**src/rtl/uart_rx_ctrl_pkg.sv**
```systemverilog
// Shared types for the UART receive controller: FSM states and the stored frame entry.
package uart_rx_ctrl_pkg;

  typedef enum logic [1:0] {
    ST_OFF     = 2'd0,
    ST_RUN     = 2'd1,
    ST_RECOVER = 2'd2
  } state_t;

  localparam int ENTRY_W = 10;

  // Bit 9 = framing error, bit 8 = parity error, bits 7:0 = received byte.
  typedef struct packed {
    logic       ferr;
    logic       perr;
    logic [7:0] data;
  } entry_t;

endpackage

```
**src/rtl/uart_rx_ctrl_if.sv**
```systemverilog
// Host-side FWFT stream carrying received bytes and their error flags.
interface uart_rx_ctrl_if;
  logic [7:0] data;
  logic       perr;
  logic       ferr;
  logic       valid;
  logic       ready;

  modport master (output data, perr, ferr, valid, input ready);
  modport slave  (input data, perr, ferr, valid, output ready);
endinterface

```
**src/rtl/uart_rx_fifo.sv**
```systemverilog
// Synchronous first-word-fall-through FIFO; a write is visible at dout the clock after push.
// Push while full is taken only alongside a pop; flush empties it and overrides push/pop.
module uart_rx_fifo #(
  parameter int WIDTH = 10,
  parameter int DEPTH = 8
) (
  input  logic                   clk,
  input  logic                   reset,
  input  logic                   push,
  input  logic                   pop,
  input  logic                   flush,
  input  logic [WIDTH-1:0]       din,
  output logic [WIDTH-1:0]       dout,
  output logic                   full,
  output logic                   empty,
  output logic [$clog2(DEPTH):0] count
);
  localparam int AW = $clog2(DEPTH);
  localparam int CW = AW + 1;

  logic [WIDTH-1:0] mem [DEPTH];
  logic [AW-1:0]    wr_ptr;
  logic [AW-1:0]    rd_ptr;
  logic             do_push;
  logic             do_pop;

  assign empty   = (count == '0);
  assign full    = (count == CW'(DEPTH));
  assign do_pop  = pop & ~empty;
  assign do_push = push & (~full | do_pop);
  // Hold the head at zero while empty so the host never sees stale memory.
  assign dout    = empty ? '0 : mem[rd_ptr];

  always_ff @(posedge clk) begin
    if (reset || flush) begin
      wr_ptr <= '0;
      rd_ptr <= '0;
      count  <= '0;
    end else begin
      if (do_push) wr_ptr <= wr_ptr + AW'(1);
      if (do_pop)  rd_ptr <= rd_ptr + AW'(1);
      case ({do_push, do_pop})
        2'b10:   count <= count + CW'(1);
        2'b01:   count <= count - CW'(1);
        default: count <= count;
      endcase
    end
  end

  always_ff @(posedge clk) begin
    if (do_push && !flush) mem[wr_ptr] <= din;
  end

endmodule

```
**src/rtl/uart_rx_ctrl.sv**
```systemverilog
// Sequences the oversampled UART receiver core, turns its level outputs into one event per
// frame, queues {ferr,perr,data} for the host (1-clk FWFT latency) and keeps status counters.
module uart_rx_ctrl
  import uart_rx_ctrl_pkg::*;
#(
  parameter int DEPTH    = 8,
  parameter int CNT_W    = 8,
  parameter int IDLE_CYC = 16
) (
  input  logic                   clk,
  input  logic                   reset,
  input  logic                   rx_en,
  input  logic                   rxd,
  input  logic [7:0]             rx_data,
  input  logic                   rx_valid,
  input  logic                   rx_parity_err,
  input  logic                   rx_stop_err,
  output logic                   rx_core_rst,
  uart_rx_ctrl_if.master         m,
  input  logic                   flush,
  input  logic                   clr_status,
  output logic [$clog2(DEPTH):0] fifo_count,
  output logic                   overrun,
  output logic                   brk,
  output logic [CNT_W-1:0]       frame_cnt,
  output logic [CNT_W-1:0]       perr_cnt,
  output logic [CNT_W-1:0]       ferr_cnt
);
  localparam int             IW        = $clog2(IDLE_CYC + 1);
  localparam logic [IW-1:0]  IDLE_LAST = IW'(IDLE_CYC - 1);

  state_t        state;
  state_t        state_nxt;
  logic          core_rst_nxt;
  logic          lvl_q;
  logic          perr_q;
  logic [IW-1:0] idle_cnt;
  logic          ev;
  logic          pop;
  logic          accept;
  logic          drop;
  logic          fifo_full;
  logic          fifo_empty;
  entry_t        wentry;
  entry_t        hentry;

  function automatic logic [CNT_W-1:0] sat_inc(input logic [CNT_W-1:0] v);
    return (&v) ? v : v + CNT_W'(1);
  endfunction

  // The core may hold valid/stop_err for several clocks; only the rising edge counts.
  assign ev     = (state == ST_RUN) & (rx_valid | rx_stop_err) & ~lvl_q;
  // Parity error can lead rx_valid by a clock, so OR in last cycle's value.
  assign wentry = '{ferr: rx_stop_err, perr: (rx_parity_err | perr_q), data: rx_data};
  assign pop    = m.valid & m.ready;
  assign accept = ev & ~flush & (~fifo_full | pop);
  assign drop   = ev & ~flush & fifo_full & ~pop;

  always_comb begin
    state_nxt    = state;
    core_rst_nxt = (state != ST_RUN);
    unique case (state)
      ST_OFF: begin
        if (rx_en) state_nxt = ST_RUN;
      end
      ST_RUN: begin
        if (!rx_en)                  state_nxt = ST_OFF;
        else if (ev && rx_stop_err) state_nxt = ST_RECOVER;
      end
      ST_RECOVER: begin
        if (!rx_en)                          state_nxt = ST_OFF;
        else if (rxd && idle_cnt == IDLE_LAST) state_nxt = ST_RUN;
      end
      default: state_nxt = ST_OFF;
    endcase
  end

  always_ff @(posedge clk) begin
    if (reset) begin
      state       <= ST_OFF;
      rx_core_rst <= 1'b1;
      lvl_q       <= 1'b0;
      perr_q      <= 1'b0;
      idle_cnt    <= '0;
    end else begin
      state       <= state_nxt;
      rx_core_rst <= core_rst_nxt;
      lvl_q       <= rx_valid | rx_stop_err;
      perr_q      <= rx_parity_err;
      if (state == ST_RECOVER && rxd) idle_cnt <= idle_cnt + IW'(1);
      else                            idle_cnt <= '0;
    end
  end

  always_ff @(posedge clk) begin
    if (reset || clr_status) begin
      frame_cnt <= '0;
      perr_cnt  <= '0;
      ferr_cnt  <= '0;
      overrun   <= 1'b0;
      brk       <= 1'b0;
    end else begin
      if (accept) begin
        frame_cnt <= sat_inc(frame_cnt);
        if (wentry.perr) perr_cnt <= sat_inc(perr_cnt);
        if (wentry.ferr) ferr_cnt <= sat_inc(ferr_cnt);
        if (wentry.ferr && wentry.data == 8'h00) brk <= 1'b1;
      end
      if (drop) overrun <= 1'b1;
    end
  end

  uart_rx_fifo #(
    .WIDTH (ENTRY_W),
    .DEPTH (DEPTH)
  ) u_fifo (
    .clk   (clk),
    .reset (reset),
    .push  (accept),
    .pop   (pop),
    .flush (flush),
    .din   (wentry),
    .dout  (hentry),
    .full  (fifo_full),
    .empty (fifo_empty),
    .count (fifo_count)
  );

  assign m.valid = ~fifo_empty;
  assign m.data  = hentry.data;
  assign m.perr  = hentry.perr;
  assign m.ferr  = hentry.ferr;

endmodule

```
**src/flat_wrapper.sv**
```systemverilog
// flat-port wrapper written by rule: the top's interface ports become plain ports
module uart_rx_ctrl_flat import uart_rx_ctrl_pkg::*;
#(
  parameter int DEPTH    = 8,
  parameter int CNT_W    = 8,
  parameter int IDLE_CYC = 16
)
  (clk, reset, rx_en, rxd, rx_data, rx_valid, rx_parity_err, rx_stop_err, rx_core_rst, flush, clr_status, fifo_count, overrun, brk, frame_cnt, perr_cnt, ferr_cnt, m_data, m_perr, m_ferr, m_valid, m_ready);
  uart_rx_ctrl_if m_i ();
  input  logic clk;
  input  logic reset;
  input  logic rx_en;
  input  logic rxd;
  input  logic [7:0] rx_data;
  input  logic rx_valid;
  input  logic rx_parity_err;
  input  logic rx_stop_err;
  output logic rx_core_rst;
  input  logic flush;
  input  logic clr_status;
  output logic [$clog2(DEPTH):0] fifo_count;
  output logic overrun;
  output logic brk;
  output logic [CNT_W-1:0] frame_cnt;
  output logic [CNT_W-1:0] perr_cnt;
  output logic [CNT_W-1:0] ferr_cnt;
  output wire logic [$bits(m_i.data)-1:0] m_data;
  output wire logic [$bits(m_i.perr)-1:0] m_perr;
  output wire logic [$bits(m_i.ferr)-1:0] m_ferr;
  output wire logic [$bits(m_i.valid)-1:0] m_valid;
  input wire logic [$bits(m_i.ready)-1:0] m_ready;
  assign m_data = m_i.data;
  assign m_perr = m_i.perr;
  assign m_ferr = m_i.ferr;
  assign m_valid = m_i.valid;
  assign m_i.ready = m_ready;
  uart_rx_ctrl #(.DEPTH(DEPTH), .CNT_W(CNT_W), .IDLE_CYC(IDLE_CYC)) u_core (.clk(clk), .reset(reset), .rx_en(rx_en), .rxd(rxd), .rx_data(rx_data), .rx_valid(rx_valid), .rx_parity_err(rx_parity_err), .rx_stop_err(rx_stop_err), .rx_core_rst(rx_core_rst), .m(m_i), .flush(flush), .clr_status(clr_status), .fifo_count(fifo_count), .overrun(overrun), .brk(brk), .frame_cnt(frame_cnt), .perr_cnt(perr_cnt), .ferr_cnt(ferr_cnt));
endmodule
```
**config.mk**
```make
export PLATFORM = sky130hd
export DESIGN_NAME = uart_rx_ctrl_flat
export DESIGN_NICKNAME = d
export VERILOG_FILES = /design/src/rtl/uart_rx_ctrl_pkg.sv /design/src/rtl/uart_rx_ctrl_if.sv /design/src/rtl/uart_rx_fifo.sv /design/src/rtl/uart_rx_ctrl.sv /design/src/flat_wrapper.sv
export SDC_FILE = /design/constraint.sdc
export NUM_CORES = 1
export LEC_CHECK = 0
export ABC_AREA = 1
export CORE_MARGIN = 8
export CORE_UTILIZATION = 30
export DETAILED_ROUTE_END_ITERATION = 6
export PLACE_DENSITY = 0.49
export SETUP_SLACK_MARGIN = 0.5
export SLEW_MARGIN = 30
export SYNTH_ARGS = -nofsm -noshare
export SYNTH_HDL_FRONTEND = slang
export SYNTH_SLANG_ARGS = --single-unit
```
**constraint.sdc**
```tcl
create_clock -name clk -period 2.3 [get_ports clk]
set_input_delay 0.46 -clock clk [delete_from_list [all_inputs] [get_ports clk]]
set_output_delay 0.46 -clock clk [all_outputs]
set_load 0.05 [all_outputs]
```
======== Word level (Yosys, flattened, before mapping) ========
Memory sizes are Yosys's and may differ from the RTL's. A register that Yosys moved wholly into a read port is not among the register bits.
Cells that the tools add are included.
storage, ports and cells
  RAM bits ................................ 80
  ROM bits ................................ 0
  memories kept ........................... 1
  output and inout port bits .............. 42
  bits of input ports ..................... 18
  word-level logic and storage cells ...... 87
  latch bits .............................. 0
  register bits ........................... 46
cells by class
  shifts and indexed selects .............. 0
  magnitude comparators ................... 0
  add/subtract/negate cells ............... 8
  divide/modulo/power cells ............... 0
  multiply operators ...................... 0
  multiplexer cells ....................... 12
  equal/unequal tests ..................... 10
  bitwise gates (word level) .............. 22
  reduce and logical (&&, ||, !) cells .... 21
memories
  memory             words  width  read ports  clocked after Yosys merged registers in  wr ports  RTL line            source
  u_core.u_fifo.mem  8      10     1           1                                        1         uart_rx_fifo.sv:21  logic [WIDTH-1:0] mem [DEPTH];
operator list
  operator                                               number
  adder 8 x 1 -> 8 bit, second input constant            3
  AND reduction 8 bit                                    3
  2-to-1 mux 10 bit                                      1
  2-to-1 mux 2 bit                                       5
  AND 1 bit                                              9
  NOT 1 bit                                              9
  AND reduction 3 bit                                    3
  zero test 8 bit                                        1
  case mux 4 bit (2 select lines)                        1
  adder 3 x 1 -> 3 bit, second input constant            2
  2-to-1 mux 3 bit                                       2
  case mux 2 bit (3 select lines)                        1
  adder 5 x 1 -> 5 bit, second input constant            1
  equality test 5 x 4 -> 1 bit, second input constant    1
  logical AND 1 bit                                      5
  adder 4 x 1 -> 4 bit, second input constant            1
  equality test 2 x 1 -> 1 bit, second input constant    2
  equality test 2 bit, second input constant             2
  equality test 4 bit, second input constant             1
  zero test 4 bit                                        1
  OR 1 bit                                               4
  AND reduction 2 bit                                    2
  subtractor 4 x 1 -> 4 bit, second input constant       1
  inequality test 3 x 2 -> 1 bit, second input constant  1
  9 further kinds                                        11

======== Depth between registers and ports, before layout ========
  depth in word-level cells ............... 9
  mapped depth ............................ 15
  depth with buffers taken out ............ 14

======== Modules after synthesis ========
A second synthesis with hierarchy kept.
second synthesis, totals
  cells, all modules ...................... 597
  area total of the unflattened synthesis .. 5761.8 um2
modules (own cells, without submodules)
  module        area each (um2)  sequential area each (um2)  instances  cells each
  uart_rx_fifo  3848.7           2662.6                      1          322
  uart_rx_ctrl  1913.1           720.7                       1          275

======== Worst setup path after synthesis ========
OpenSTA, ideal clock, no wires.
  path kind ............................... register to output
  start point ............................. register u_core.u_fifo.count[0]
  end point ............................... output port m_data[0]
  slack ................................... -477 ps
  arrival time ............................ 2317 ps
  buffers on the path ..................... 1
  cell stages (with the launch flop) ...... 6
  required time ........................... 1840 ps
  cell sequence ........................... dfxtp_1 > nor2_2 > nand2_1 > clkbuf_1 > o21ai_0 > nor2_1
on the way
  cells in the longest elaborated chain, start to end .. 2
ends and longest elaborated chain
  what                    RTL line            source
  from (decl)             uart_rx_fifo.sv:16  output logic [$clog2(DEPTH):0] count
  from (signal assigned)  uart_rx_fifo.sv:43  2'b10: count <= count + CW'(1);
  from (signal assigned)  uart_rx_fifo.sv:44  2'b01: count <= count - CW'(1);
  from (signal assigned)  uart_rx_fifo.sv:45  default: count <= count;
  zero test 4 bit         uart_rx_fifo.sv:27  assign empty = (count == '0);
  2-to-1 mux 10 bit       uart_rx_fifo.sv:32  assign dout = empty ? '0 : mem[rd_ptr];
  to (decl)               flat_wrapper.sv:27  output wire logic [$bits(m_i.data)-1:0] m_data;
Every way passes these cells.

==> results_dict.tcl <==
set metrics [dict create \
    post-synth-top-area-cell "edfxtp_1" \
    crit_fanout 16 \
    wl_per_cell_um 14.68 \
    initial_core_util_pct 30.47 \
    cts_num_sinks 129 \
    r2r_slack_ps 520 \
    start_kind "flop" \
    clk_pin_slew_worst_paths_ps 50 \
    worst_pin_slew_ps 782.2 \
    n_antenna_cell 0 \
    postCtsHoldBufs 0 \
    clockBufferDepth 2 \
    grt_pass1_wl_um 22310 \
    die_x_um 153.6 \
    grt_pass1_vias 4430 \
    crit_type "flop to output pin" \
    fin_crit_sh_pct 96.64 \
    worstReg2RegEnd "u_core.u_fifo.count[2]" \
    utilization_pct 41.85 \
    drt_iter0_drc 240 \
    r2r_cells 14 \
    ir_drop_v 0.0004768 \
    min_path_type "input port to flop" \
    netlist_area_sq_um 5680 \
    ioPinCount 60 \
    syn_to_final_growth_pct 37.33 \
    cts_root_buf "clkbuf_16" \
    insertion_delay_ps 400 \
    async_flop_share_pct 0 \
    antenna_found_initial 0 \
    num_vias 4512 \
    wl_um 14130 \
    coreArea_sq_um 18640 \
    power.internal_mw 4.390 \
    power_frac_clock_pct 49.2 \
    cp.arrival_ps 1760 \
    switching_power_mw 1.254 \
    firstDrtPassIters 4 \
    switching_share_pct 22.21 \
    routabilityCongestion 0.8274 \
    synthTopCellsByCount "135 x nor2_1, 80 x edfxtp_1, 79 x nand2_1" \
    hold-path-endpoint "u_core.lvl_q" \
    placed_cells 918 \
    cts_tree "built" \
    hold_viol 0 \
    synth.most_common_cell "nor2_1" \
    synth_enable_flop_cells 80 \
    worstHoldPathCells 3 \
    final_nets 744 \
    synth_top_area_share_pct 42.29 \
    ys_seq_area_share_pct 59.56 \
    synth_ff_type "edfxtp_1" \
    cp.required_ps 1840 \
    finalSetupViolations 0 \
    fmax_mhz 449.9 \
    powerDensity_nw_per_um2 723.4 \
    synth_area_leaders "edfxtp_1 42%, dfxtp_1 17%, nor2_1 8.9%" \
    slew_headroom_pct 47.80 \
    skew_ps 6.017 \
    ys_ff_latch 129 \
    postRouteAntennaNets 0 \
    share_comb_of_total_power_pct 7.0 \
    power_mw 5.644 \
    viasPerCell 4.685 \
    die-area_sq_um 23590 \
    final_cells 963 \
    ys.warnings.count 0 \
    p_seq_share_pct 43.9 \
    critPathCaptureType "output pin" \
    worstHoldStart "rx_valid" \
    synth_cell_types 34 \
    drc 0 \
    netlist_instances 609 \
    grt_max_degree 41 \
    syn_nets 637 \
    placement.cell_area_sq_um 6888 \
    grt_remaining_overflow 0 \
    slew_viol_final 0 \
    hpwl_um 9641 \
    max_cap_viol_count 0 \
    finalInstanceArea_sq_um 7801 \
    period_minus_slack_ps 2223 \
    whs_ps 432.0 \
    power_leakage_nw 2.820 \
    h-tree-depth 4 \
    drive_gt1_share_pct 25.10 \
    row_count 50 \
    rsz0062_at_grt "true" \
    status "finished clean" \
    cts-buffers-inserted 17 \
    reg2reg_from "u_core.u_fifo.count[0]" \
    portBuffers 59 \
    track_usage_pct 11.96 \
    syn_avg_cell_area_sq_um 9.328 \
    die_h_um 153.6 \
]
flip-flops by register name, indices dropped and copies added, names as in the netlist, named ones only:
| register | count |
|---|---|
| u_core.u_fifo.mem | 80 |
| u_core.ferr_cnt | 8 |
| u_core.frame_cnt | 8 |
| u_core.perr_cnt | 8 |
| u_core.idle_cnt | 5 |
| u_core.u_fifo.count | 4 |
| u_core.u_fifo.rd_ptr | 3 |
| u_core.u_fifo.wr_ptr | 3 |
| u_core.state | 2 |
| u_core.brk | 1 |
| u_core.lvl_q | 1 |
| u_core.overrun | 1 |
| u_core.perr_q | 1 |
| u_core.rx_core_rst | 1 |
critical path, stage by stage (launching register included):
cell and delay (ps):
dfxtp_4 390, buf_12 150, buf_4 140, nor2_1 40, nor2_1 70, o21ai_0 80
o21ai_1 100, nor2_2 70, nor2_4 110, buf_4 200
stage by stage:
step,TNS [ps],setup WS [ps]
after floorplan,0,403.1
after global placement,-3309,-124.7
after detailed placement,-7536,-182.1
after CTS,0,8.247
after global routing,-61.17,-30.25
final,0,77.31
layout make-up:
type / count / area (sq um)
Timing Repair Buffer: 107 / 1076
Multi-Input combinational cell: 413 / 2230
Inverter: 48 / 187.7
Fill cell: 1811 / 10840
Clock inverter: 12 / 153.9
Sequential cell: 129 / 3403
Clock buffer: 20 / 457.9
Tap cell: 234 / 292.8
cells by family (layout without fill, tap and decap cells):
kind of cell | count (synthesis) | count (layout) | share of synthesized area, %
simple gates | 270 | 270 | 20.68
flops | 129 | 129 | 59.56
compound gates | 124 | 124 | 11.28
buf+inv | 67 | 187 | 4.890
fa+ha+maj | 10 | 10 | 2.203
xor+xnor | 9 | 9 | 1.388
power by group through the flow:
stage / logic [mW] / clock network [mW] / registers [mW]
3_3_place_gp: 0.347 / 0 / 2.52
3_5_place_dp: 0.349 / 0 / 2.52
2_1_floorplan: 0.186 / 0 / 2.54
4_1_cts: 0.371 / 2.85 / 2.47
5_1_grt: 0.424 / 2.95 / 2.47
6_report: 0.393 / 2.78 / 2.47
placed cells by master (no fill, tap or decap), drive strengths merged, types with 2 or more instances in the layout:
cell type,instances
xor2,4
clkdlybuf4s50,13
clkdlybuf4s18,2
nand3,35
bufinv,3
nor2,140
nand2,84
a21oi,35
dfxtp,49
xnor2,5
clkdlybuf4s15,27
nand4,2
edfxtp,80
clkinv,5
o21ai,87
nor3,2
inv,52
clkbuf,22
dlygate4sd2,4
ha,10
buf,59
nand3b,5
how the worst max path moves through the flow:
| stage | end | slack, ps | cells past startpoint |
|---|---|---|---|
| floorplan | u_core.u_fifo.count[2] | 400 | 15 |
| global placement | u_core.u_fifo.count[2] | -120 | 14 |
| detailed placement | u_core.u_fifo.count[3] | -180 | 13 |
| CTS | m_data[2] | 8 | 9 |
| global route | m_perr | -30 | 9 |
| finish | m_perr | 80 | 9 |
what timing repair did:
action | 4_1_cts | 5_1_grt
setup buffers | 7 | 5
pin swaps | 16 | 10
cloned | 0 | 1
resized for setup | 137 | 43
endpoints found under the setup margin | 150 | 94
layer usage:
| layer | share of wire (%) | vias to the layer above | wire length, um | track usage [%] |
|---|---|---|---|---|
| met5 | 0 | - | 0 | 0 |
| met4 | 1.6 | 0 | 223 | 4.760 |
| met1 | 45 | 2124 | 6311 | 14.19 |
| met2 | 48 | 102 | 6798 | 20.14 |
| met3 | 5.7 | 18 | 800 | 3.363 |
| li1 | - | 2268 | - | - |
No activity file was read; power rests on OpenSTA's default activity.
